==> config.mk <==
export PLATFORM = sky130hd
export DESIGN_NAME = ep_cpl_queue
export DESIGN_NICKNAME = d
export VERILOG_FILES = /design/src/rtl/ep_cpl_queue.sv
export SDC_FILE = /design/constraint.sdc
export NUM_CORES = 1
export LEC_CHECK = 0
export ABC_AREA = 1
export CELL_PAD_IN_SITES_DETAIL_PLACEMENT = 1
export CELL_PAD_IN_SITES_GLOBAL_PLACEMENT = 1
export CORE_UTILIZATION = 51
export CTS_CLUSTER_DIAMETER = 150
export DETAILED_ROUTE_END_ITERATION = 8
export MAX_ROUTING_LAYER = met4
export PLACE_DENSITY = 0.88
export SYNTH_ARGS = -nofsm -noshare
export SYNTH_HDL_FRONTEND = slang
export SYNTH_SLANG_ARGS = --single-unit
==> constraint.sdc <==
create_clock -name clk -period 6.45 [get_ports clk]
set_input_delay 0.9675 -clock clk [delete_from_list [all_inputs] [get_ports clk]]
set_output_delay 0.9675 -clock clk [all_outputs]
set_load 0.05 [all_outputs]
==> src/rtl/ep_cpl_queue.sv <==
// ep_cpl_queue: completion-request queue between the PCIe RX and TX engines.
// RX pushes completion descriptors into a DEPTH-entry FIFO. A two-state
// dispatcher pops the head into output registers and holds req_compl_o until
// the TX engine reports compl_done_i. Also provides non-posted back-pressure,
// occupancy flags and a saturating count of dropped pushes.
module ep_cpl_queue #(
  parameter int DEPTH        = 8,
  parameter int AW           = 13,
  parameter int PFULL_MARGIN = 2,
  parameter int LW           = $clog2(DEPTH) + 1
) (
  input  logic          clk,
  input  logic          rst,
  // descriptor push from the RX engine
  input  logic          req_compl_i,
  input  logic          req_compl_with_data_i,
  input  logic [2:0]    req_tc_i,
  input  logic          req_td_i,
  input  logic          req_ep_i,
  input  logic [1:0]    req_attr_i,
  input  logic [9:0]    req_len_i,
  input  logic [15:0]   req_rid_i,
  input  logic [7:0]    req_tag_i,
  input  logic [7:0]    req_be_i,
  input  logic [AW-1:0] req_addr_i,
  // registered head descriptor towards the TX engine
  output logic          req_compl_o,
  output logic          req_compl_with_data_o,
  output logic [2:0]    req_tc_o,
  output logic          req_td_o,
  output logic          req_ep_o,
  output logic [1:0]    req_attr_o,
  output logic [9:0]    req_len_o,
  output logic [15:0]   req_rid_o,
  output logic [7:0]    req_tag_o,
  output logic [7:0]    req_be_o,
  output logic [AW-1:0] req_addr_o,
  // retirement handshake
  input  logic          compl_done_i,
  output logic          compl_done_o,
  // status
  output logic          rx_np_ok_o,
  output logic [LW-1:0] level_o,
  output logic          full_o,
  output logic          empty_o,
  output logic [7:0]    ovf_cnt_o
);

  localparam int PW = $clog2(DEPTH);
  localparam int DW = 50 + AW;

  typedef enum logic {
    S_IDLE = 1'b0,
    S_BUSY = 1'b1
  } state_t;

  // Descriptor storage; no reset so it maps onto plain RAM.
  logic [DW-1:0] mem [DEPTH];

  logic [PW-1:0] wr_ptr_q, wr_ptr_d;
  logic [PW-1:0] rd_ptr_q, rd_ptr_d;
  logic [LW-1:0] level_q, level_d;
  logic [7:0]    ovf_cnt_q, ovf_cnt_d;
  logic          rx_np_ok_q, rx_np_ok_d;

  state_t        state_q, state_d;
  logic          req_compl_q, req_compl_d;
  logic          compl_done_q, compl_done_d;
  logic [DW-1:0] desc_q, desc_d;

  logic          full;
  logic          empty;
  logic          push_ok;
  logic          push_drop;
  logic          pop;
  logic [DW-1:0] wr_data;

  // Flags use the pre-edge level so a pop on the same edge cannot rescue a
  // push that arrives while full.
  assign full      = (level_q == LW'(DEPTH));
  assign empty     = (level_q == '0);
  assign push_ok   = req_compl_i && !full;
  assign push_drop = req_compl_i && full;
  assign pop       = (state_q == S_IDLE) && !empty;

  assign wr_data = {req_compl_with_data_i, req_tc_i, req_td_i, req_ep_i,
                    req_attr_i, req_len_i, req_rid_i, req_tag_i, req_be_i,
                    req_addr_i};

  // Write port: accepted pushes land at the write pointer.
  always_ff @(posedge clk) begin
    if (push_ok) begin
      mem[wr_ptr_q] <= wr_data;
    end
  end

  // Pointer, occupancy, overflow and back-pressure next-state.
  always_comb begin
    wr_ptr_d  = wr_ptr_q;
    rd_ptr_d  = rd_ptr_q;
    ovf_cnt_d = ovf_cnt_q;
    if (push_ok) begin
      wr_ptr_d = wr_ptr_q + PW'(1);
    end
    if (pop) begin
      rd_ptr_d = rd_ptr_q + PW'(1);
    end
    if (push_drop && (ovf_cnt_q != 8'hFF)) begin
      ovf_cnt_d = ovf_cnt_q + 8'd1;
    end
    level_d    = level_q + LW'(push_ok) - LW'(pop);
    rx_np_ok_d = (level_d < LW'(DEPTH - PFULL_MARGIN));
  end

  // Queue state registers.
  always_ff @(posedge clk or posedge rst) begin
    if (rst) begin
      wr_ptr_q   <= '0;
      rd_ptr_q   <= '0;
      level_q    <= '0;
      ovf_cnt_q  <= '0;
      rx_np_ok_q <= 1'b1;
    end else begin
      wr_ptr_q   <= wr_ptr_d;
      rd_ptr_q   <= rd_ptr_d;
      level_q    <= level_d;
      ovf_cnt_q  <= ovf_cnt_d;
      rx_np_ok_q <= rx_np_ok_d;
    end
  end

  // Dispatcher next-state: IDLE loads the head and raises the request,
  // BUSY holds everything until the TX engine retires it.
  always_comb begin
    state_d      = state_q;
    req_compl_d  = req_compl_q;
    compl_done_d = 1'b0;
    desc_d       = desc_q;
    case (state_q)
      S_IDLE: begin
        if (!empty) begin
          desc_d      = mem[rd_ptr_q];
          req_compl_d = 1'b1;
          state_d     = S_BUSY;
        end
      end
      S_BUSY: begin
        if (compl_done_i) begin
          req_compl_d  = 1'b0;
          compl_done_d = 1'b1;
          state_d      = S_IDLE;
        end
      end
      default: begin
        state_d = S_IDLE;
      end
    endcase
  end

  // Dispatcher registers; reset discards any in-flight descriptor.
  always_ff @(posedge clk or posedge rst) begin
    if (rst) begin
      state_q      <= S_IDLE;
      req_compl_q  <= 1'b0;
      compl_done_q <= 1'b0;
      desc_q       <= '0;
    end else begin
      state_q      <= state_d;
      req_compl_q  <= req_compl_d;
      compl_done_q <= compl_done_d;
      desc_q       <= desc_d;
    end
  end

  assign {req_compl_with_data_o, req_tc_o, req_td_o, req_ep_o, req_attr_o,
          req_len_o, req_rid_o, req_tag_o, req_be_o, req_addr_o} = desc_q;

  assign req_compl_o  = req_compl_q;
  assign compl_done_o = compl_done_q;
  assign rx_np_ok_o   = rx_np_ok_q;
  assign level_o      = level_q;
  assign full_o       = full;
  assign empty_o      = empty;
  assign ovf_cnt_o    = ovf_cnt_q;

endmodule

# Word-level counts from Yosys, hierarchy flattened
# Memory sizes are Yosys's and may differ from the RTL's. A register that Yosys moved wholly into a read port is not among the register bits.
# Cells that the tools add are included.
[op_classes] bitwise_logic=2 reduce_logical=9 n_lt_le_gt_ge=1 muxes=10 add_sub_neg=5 eq_ne=4
[op_table] cell="$add A8 B1 Y8 const B" n=1
[op_table] cell="$mux W1" n=8
[op_table] cell="$ne A8 B8 Y1 const B" n=1
[op_table] cell="$add A3 B1 Y3 const B" n=2
[op_table] cell="$add A4 B1 Y4" n=1
[op_table] cell="$eq A4 B4 Y1 const B" n=1
[op_table] cell="$logic_and A1 B1 Y1" n=4
[op_table] cell="$logic_not A4 Y1" n=1
[op_table] cell="$lt A4 B3 Y1 const B" n=1
[op_table] cell="$ne A2 B2 Y1 const B" n=2
[op_table] cell="$pmux W1 S2" n=2
[op_table] cell="$reduce_and A2 Y1" n=2
[op_table] cell="$sub A4 B1 Y4" n=1
[op_table] cell="$logic_not A1 Y1" n=2
[op_table] cell="$not A1 Y1" n=2
[totals] ramBits=504 reg_bits=22 output_inout_bits=80 memories=1 in_bits=67 elab_cells=40
[memory_table] name="mem" depth=8 word_bits=63 rd=1 rd_clocked_by_memory_dff=1 wr=1 line="58" source="logic [DW-1:0] mem [DEPTH];"

# Logic depth before layout (Yosys ltp)
[depth] word_depth=6 ltp_mapped=13

# Worst setup path after synthesis
# OpenSTA, ideal clock, no wires.
[synth_path] path_kind="flip-flop to flip-flop" from="register level_q[2], in the netlist level_o[2]" to="memory mem[0][0] (netlist name) (enable)" n_path_buf=0 setup_time_ps=484 arrival_time_ps=4133 t_required_ps=5966 setup_slack_ps=1833 path_stages_with_launch=7 cell_sequence="dfrtp_1 inv_1 ha_1 nand3_1 nand2_1 or2_2 nor2_1"
[synth_via] elab_chain_cells=5
[synth_rtl] element="start: declaration" line="62" source="logic [LW-1:0] level_q, level_d;"
[synth_rtl] element="start signal: assignment" line="126" source="level_q <= level_d;"
[synth_rtl] element="$eq A4 B4 Y1" line="80" source="assign full = (level_q == LW'(DEPTH));"
[synth_rtl] element="$logic_not A1 Y1" line="82" source="assign push_ok = req_compl_i && !full;"
[synth_rtl] element="$logic_and A1 B1 Y1" line="82"
[synth_rtl] element="$mux W1" line="92" source="if (push_ok) begin"
[synth_rtl] element="$mux W1 (not written as such)" line="93" source="mem[wr_ptr_q] <= wr_data;"
[synth_rtl] element="end: declaration" line="58"
# No other way between the ends.

# Worst setup path in the final report
[layout_path] from="input port req_compl_i" to="memory mem[1][43] (netlist name) (enable)"
[layout_via] elab_chain_cells=3
[layout_rtl] element="start: declaration" line="15" source="input logic req_compl_i,"
[layout_rtl] element="$logic_and A1 B1 Y1" line="82"
[layout_rtl] element="$mux W1" line="92"
[layout_rtl] element="$mux W1 (not written as such)" line="93"
# No other way between the ends.

==> flow_metrics.env <==
export IMPL_first_pass_iters=5
export IMPL_timing_fmax_ghz=0.284
export IMPL_reg2reg_setup_slack_ps=3060
export IMPL_cts_repair_resized=0
export IMPL_cts_buffers=60
export IMPL_grt_start_max_net_pins=146
export IMPL_whs_path_depth=2
export IMPL_timing_critical_path_mode_cell="sky130_fd_sc_hd__nand2_1"
export IMPL_dp_final_hpwl_um=41200
export IMPL_timing_critical_path_from="req_compl_i"
export IMPL_initial_antenna_violation_count=3
export IMPL_setup_tns_ps=0
export IMPL_hp_start="desc_q[18]"
export IMPL_gr_usage_met3_pct=5.01
export IMPL_post_cts_repair_setup_buffers=0
export IMPL_synth_ff_latch_count=589
export IMPL_reg2reg_from="level_o[2]"
export IMPL_cpPeakStageDelay_ps=1030
export IMPL_slew_limit_headroom_pct=15.1
export IMPL_cell_class_contributing_the_biggest_share_of_worst_path_delay="simple AND/OR/NAND/NOR gates"
export IMPL_dieWidth_um=222
export IMPL_max_clock_path_buffers=3
export IMPL_io_pin_count=147
export IMPL_grt_pass1_vias=19600
export IMPL_final_nets=2524
export IMPL_drt_iter0_markers=1796
export IMPL_synth_cell_area_um2=24700
export IMPL_die_ar_um2=49300
export IMPL_grt_util_met1_pct=35.8
export IMPL_reg2reg_depth=8
export IMPL_grt_ovfl_total=0
export IMPL_area_delta_synth_final_pct=15.2
export IMPL_critical_path_class="in2reg"
export IMPL_place_port_buffers=146
export IMPL_tritoncts_num_sinks=589
export IMPL_worst_min_delay_path_class="reg2reg"
export IMPL_worst_clock_skew_ps=20.6
export IMPL_synth_seq_area_share_pct=69.9
export IMPL_rsz0062_at_grt="no"
export IMPL_wire_per_inst_um=24.1
export IMPL_globalplace_congestion=0.796
export IMPL_timing_final_setup_violations=0
export IMPL_final_layout_size_suffix_gt1_share_pct=4.80
export IMPL_yosys_area_top_type="sky130_fd_sc_hd__edfxtp_1"
export IMPL_critical_path_cell_chain="clkdlybuf4s50_1 > nand2_1 > inv_1 > nand2_1 > nor2_4 > buf_4"
export IMPL_clock_tree_htree_level_count=2
export IMPL_grt_busiest_layer="met2"
export IMPL_hold_viol=0
export IMPL_first_pass_grt_wire_length_um=115000
export IMPL_clkSlewWorstSetupHoldPaths_ps=70
export IMPL_core_region_area_um2=47700
export IMPL_drv_slew=0
export IMPL_slowest_stage="sky130_fd_sc_hd__nor2_4"
export IMPL_placementRows=80
export IMPL_gr_util_met2_pct=54.7
export IMPL_root_buffer="sky130_fd_sc_hd__clkbuf_16"
export IMPL_critPathRequiredTime_ps=6710
export IMPL_post_synth_inst_count=2330
export IMPL_dieHeight_um=222
export IMPL_cp_max_fo=32
export IMPL_critPathCaptureType="flop"
export IMPL_run_status="completed"
export IMPL_ratio_of_final_minimum_period_to_clock_period_pct=54.6
export IMPL_cts_hold_buffers=0
export IMPL_crit_buf_inv=3
export IMPL_postRouteAntennaNets=0
export IMPL_ranking_of_synthesized_cells_by_area="sky130_fd_sc_hd__edfxtp_1 (61%), sky130_fd_sc_hd__nand2_1 (12%), sky130_fd_sc_hd__dfrtp_1 (8.5%), sky130_fd_sc_hd__nand3_1 (7.8%), sky130_fd_sc_hd__inv_1 (6.1%)"
export IMPL_drc=0
export IMPL_final_core_util_pct=59.6
export IMPL_start_kind="primary input"
export IMPL_power_leakage_uw=0.0123
export IMPL_synthesis_area_per_instance_um2=10.6
export IMPL_total_wirelength_um=75100
export IMPL_worst_skew_pair_late_latency_ps=650
export IMPL_yosysWarnings=0
export IMPL_vias_per_cell=5.68
export IMPL_post_route_min_period_ps=3520
export IMPL_arrival_ps=3780
export IMPL_max_slew_worst_pin_slew_ps=1270
export IMPL_synthesis_nets=2407
export IMPL_number_of_stages_on_the_worst_setup_path=6
export IMPL_vdd_drop_max_uv=314
export IMPL_start_util_pct=51.7
export IMPL_tritoncts="yes"
export IMPL_maxcap_violations=0
export IMPL_via_count=17700
export IMPL_pwr_density_cell_nw_per_um2=500
export IMPL_yosys_top_cell_area_share_pct=61.3
export IMPL_gr_usage_all_layers_pct=31.6
export IMPL_synth_lib_cells_used_distinct=24
synthesized netlist by cell type (all sizes together):
cell	n
fa	1
inv	403
buf	94
nor2	15
clkbuf	15
nand4	1
xnor2	2
nand3	384
nand3b	2
xor2	7
nand2	800
dfrtp	84
or2	1
dfstp	1
o21ai	5
a21oi	2
ha	9
edfxtp	504
metal layers:
| metal | vias up | routed length (um) |
|---|---|---|
| met2 | 811 | 39500 |
| li1 | 7708 | - |
| met5 | - | 0 |
| met4 | 0 | 3230 |
| met3 | 221 | 4430 |
| met1 | 8979 | 27900 |
layout by cell type, fill, tap and decap left out, types with 4 or more instances in the layout:
cell type,count
sky130_fd_sc_hd__xor2_1,7
sky130_fd_sc_hd__dfrtp_1,81
sky130_fd_sc_hd__clkbuf_8,10
sky130_fd_sc_hd__clkdlybuf4s50_1,146
sky130_fd_sc_hd__inv_1,397
sky130_fd_sc_hd__edfxtp_1,504
sky130_fd_sc_hd__nand2_1,799
sky130_fd_sc_hd__nor2_4,8
sky130_fd_sc_hd__clkinv_1,4
sky130_fd_sc_hd__clkbuf_16,62
sky130_fd_sc_hd__ha_1,9
sky130_fd_sc_hd__o21ai_0,5
sky130_fd_sc_hd__clkinv_2,5
sky130_fd_sc_hd__nand3_1,384
sky130_fd_sc_hd__buf_4,17
sky130_fd_sc_hd__clkbuf_1,29
sky130_fd_sc_hd__nor2_1,7
registers in the layout (all words and copies together), names as in the netlist:
| register | flops |
|---|---|
| wr_ptr_q | 3 |
| compl_done_o | 1 |
| state_q | 1 |
| req_compl_o | 1 |
| rx_np_ok_o | 1 |
| ovf_cnt_o | 8 |
| desc_q | 63 |
| level_o | 4 |
| rd_ptr_q | 3 |
| mem | 504 |
kinds of logic (layout without fill, tap and decap cells):
logic type	after synthesis	after routing	share of synthesized area [%]
other	0	3	0
adders and majority gates	10	10	0.537
DFF	589	589	69.9
and+or+nand+nor	1203	1203	20.3
xor gates and xnor gates	9	9	0.319
AOI/OAI and AO/OA	7	7	0.157
buffers and inverters	512	681	8.78
worst min-delay path, cell delays in order, from the launching register on:
cell	delay, ps
sky130_fd_sc_hd__dfrtp_1	340
sky130_fd_sc_hd__nand2_1	50
sky130_fd_sc_hd__nand2_1	50
worst paths after layout:
kind	endpoint
min reg2reg	desc_q[18]
min	desc_q[18]
max in group asynchronous	desc_q[46]
max reg2reg	mem[1][43]
max	mem[1][43]
min in group asynchronous	level_o[3]
through the flow:
stage | cells | cell area (um2) | setup slack, ps | power [uW] | hold WS [ps]
2_1_floorplan | 2330 | 24700 | 1830 | 8870 | 449
3_3_place_gp | 3000 | 26500 | 2500 | 10100 | 463
3_5_place_dp | 3000 | 26500 | 2330 | 10600 | 466
4_1_cts | 3114 | 28400 | 2940 | 14200 | 483
5_1_grt | 3117 | 28400 | 2830 | 14800 | 509
6_report | 3117 | 28400 | 2930 | 14200 | 477
area by class of cell:
class / instances / area, um2
diodes: 3 / 7.51
flip-flops and latches: 589 / 17300
repair buffers: 164 / 1610
inverters: 403 / 1520
clock inverters: 13 / 146
well taps: 615 / 769
clock buffers: 101 / 1800
multi-input cells: 1229 / 5320
fillers: 4964 / 19300
report_power, final:
part	switching (uW)	leakage, uW	internal (uW)
Sequential	467	0.00561	4920
Combinational	3920	0.00575	1420
Clock	1490	0.000945	2010
Note: power is estimated with default switching activity, not from simulation.
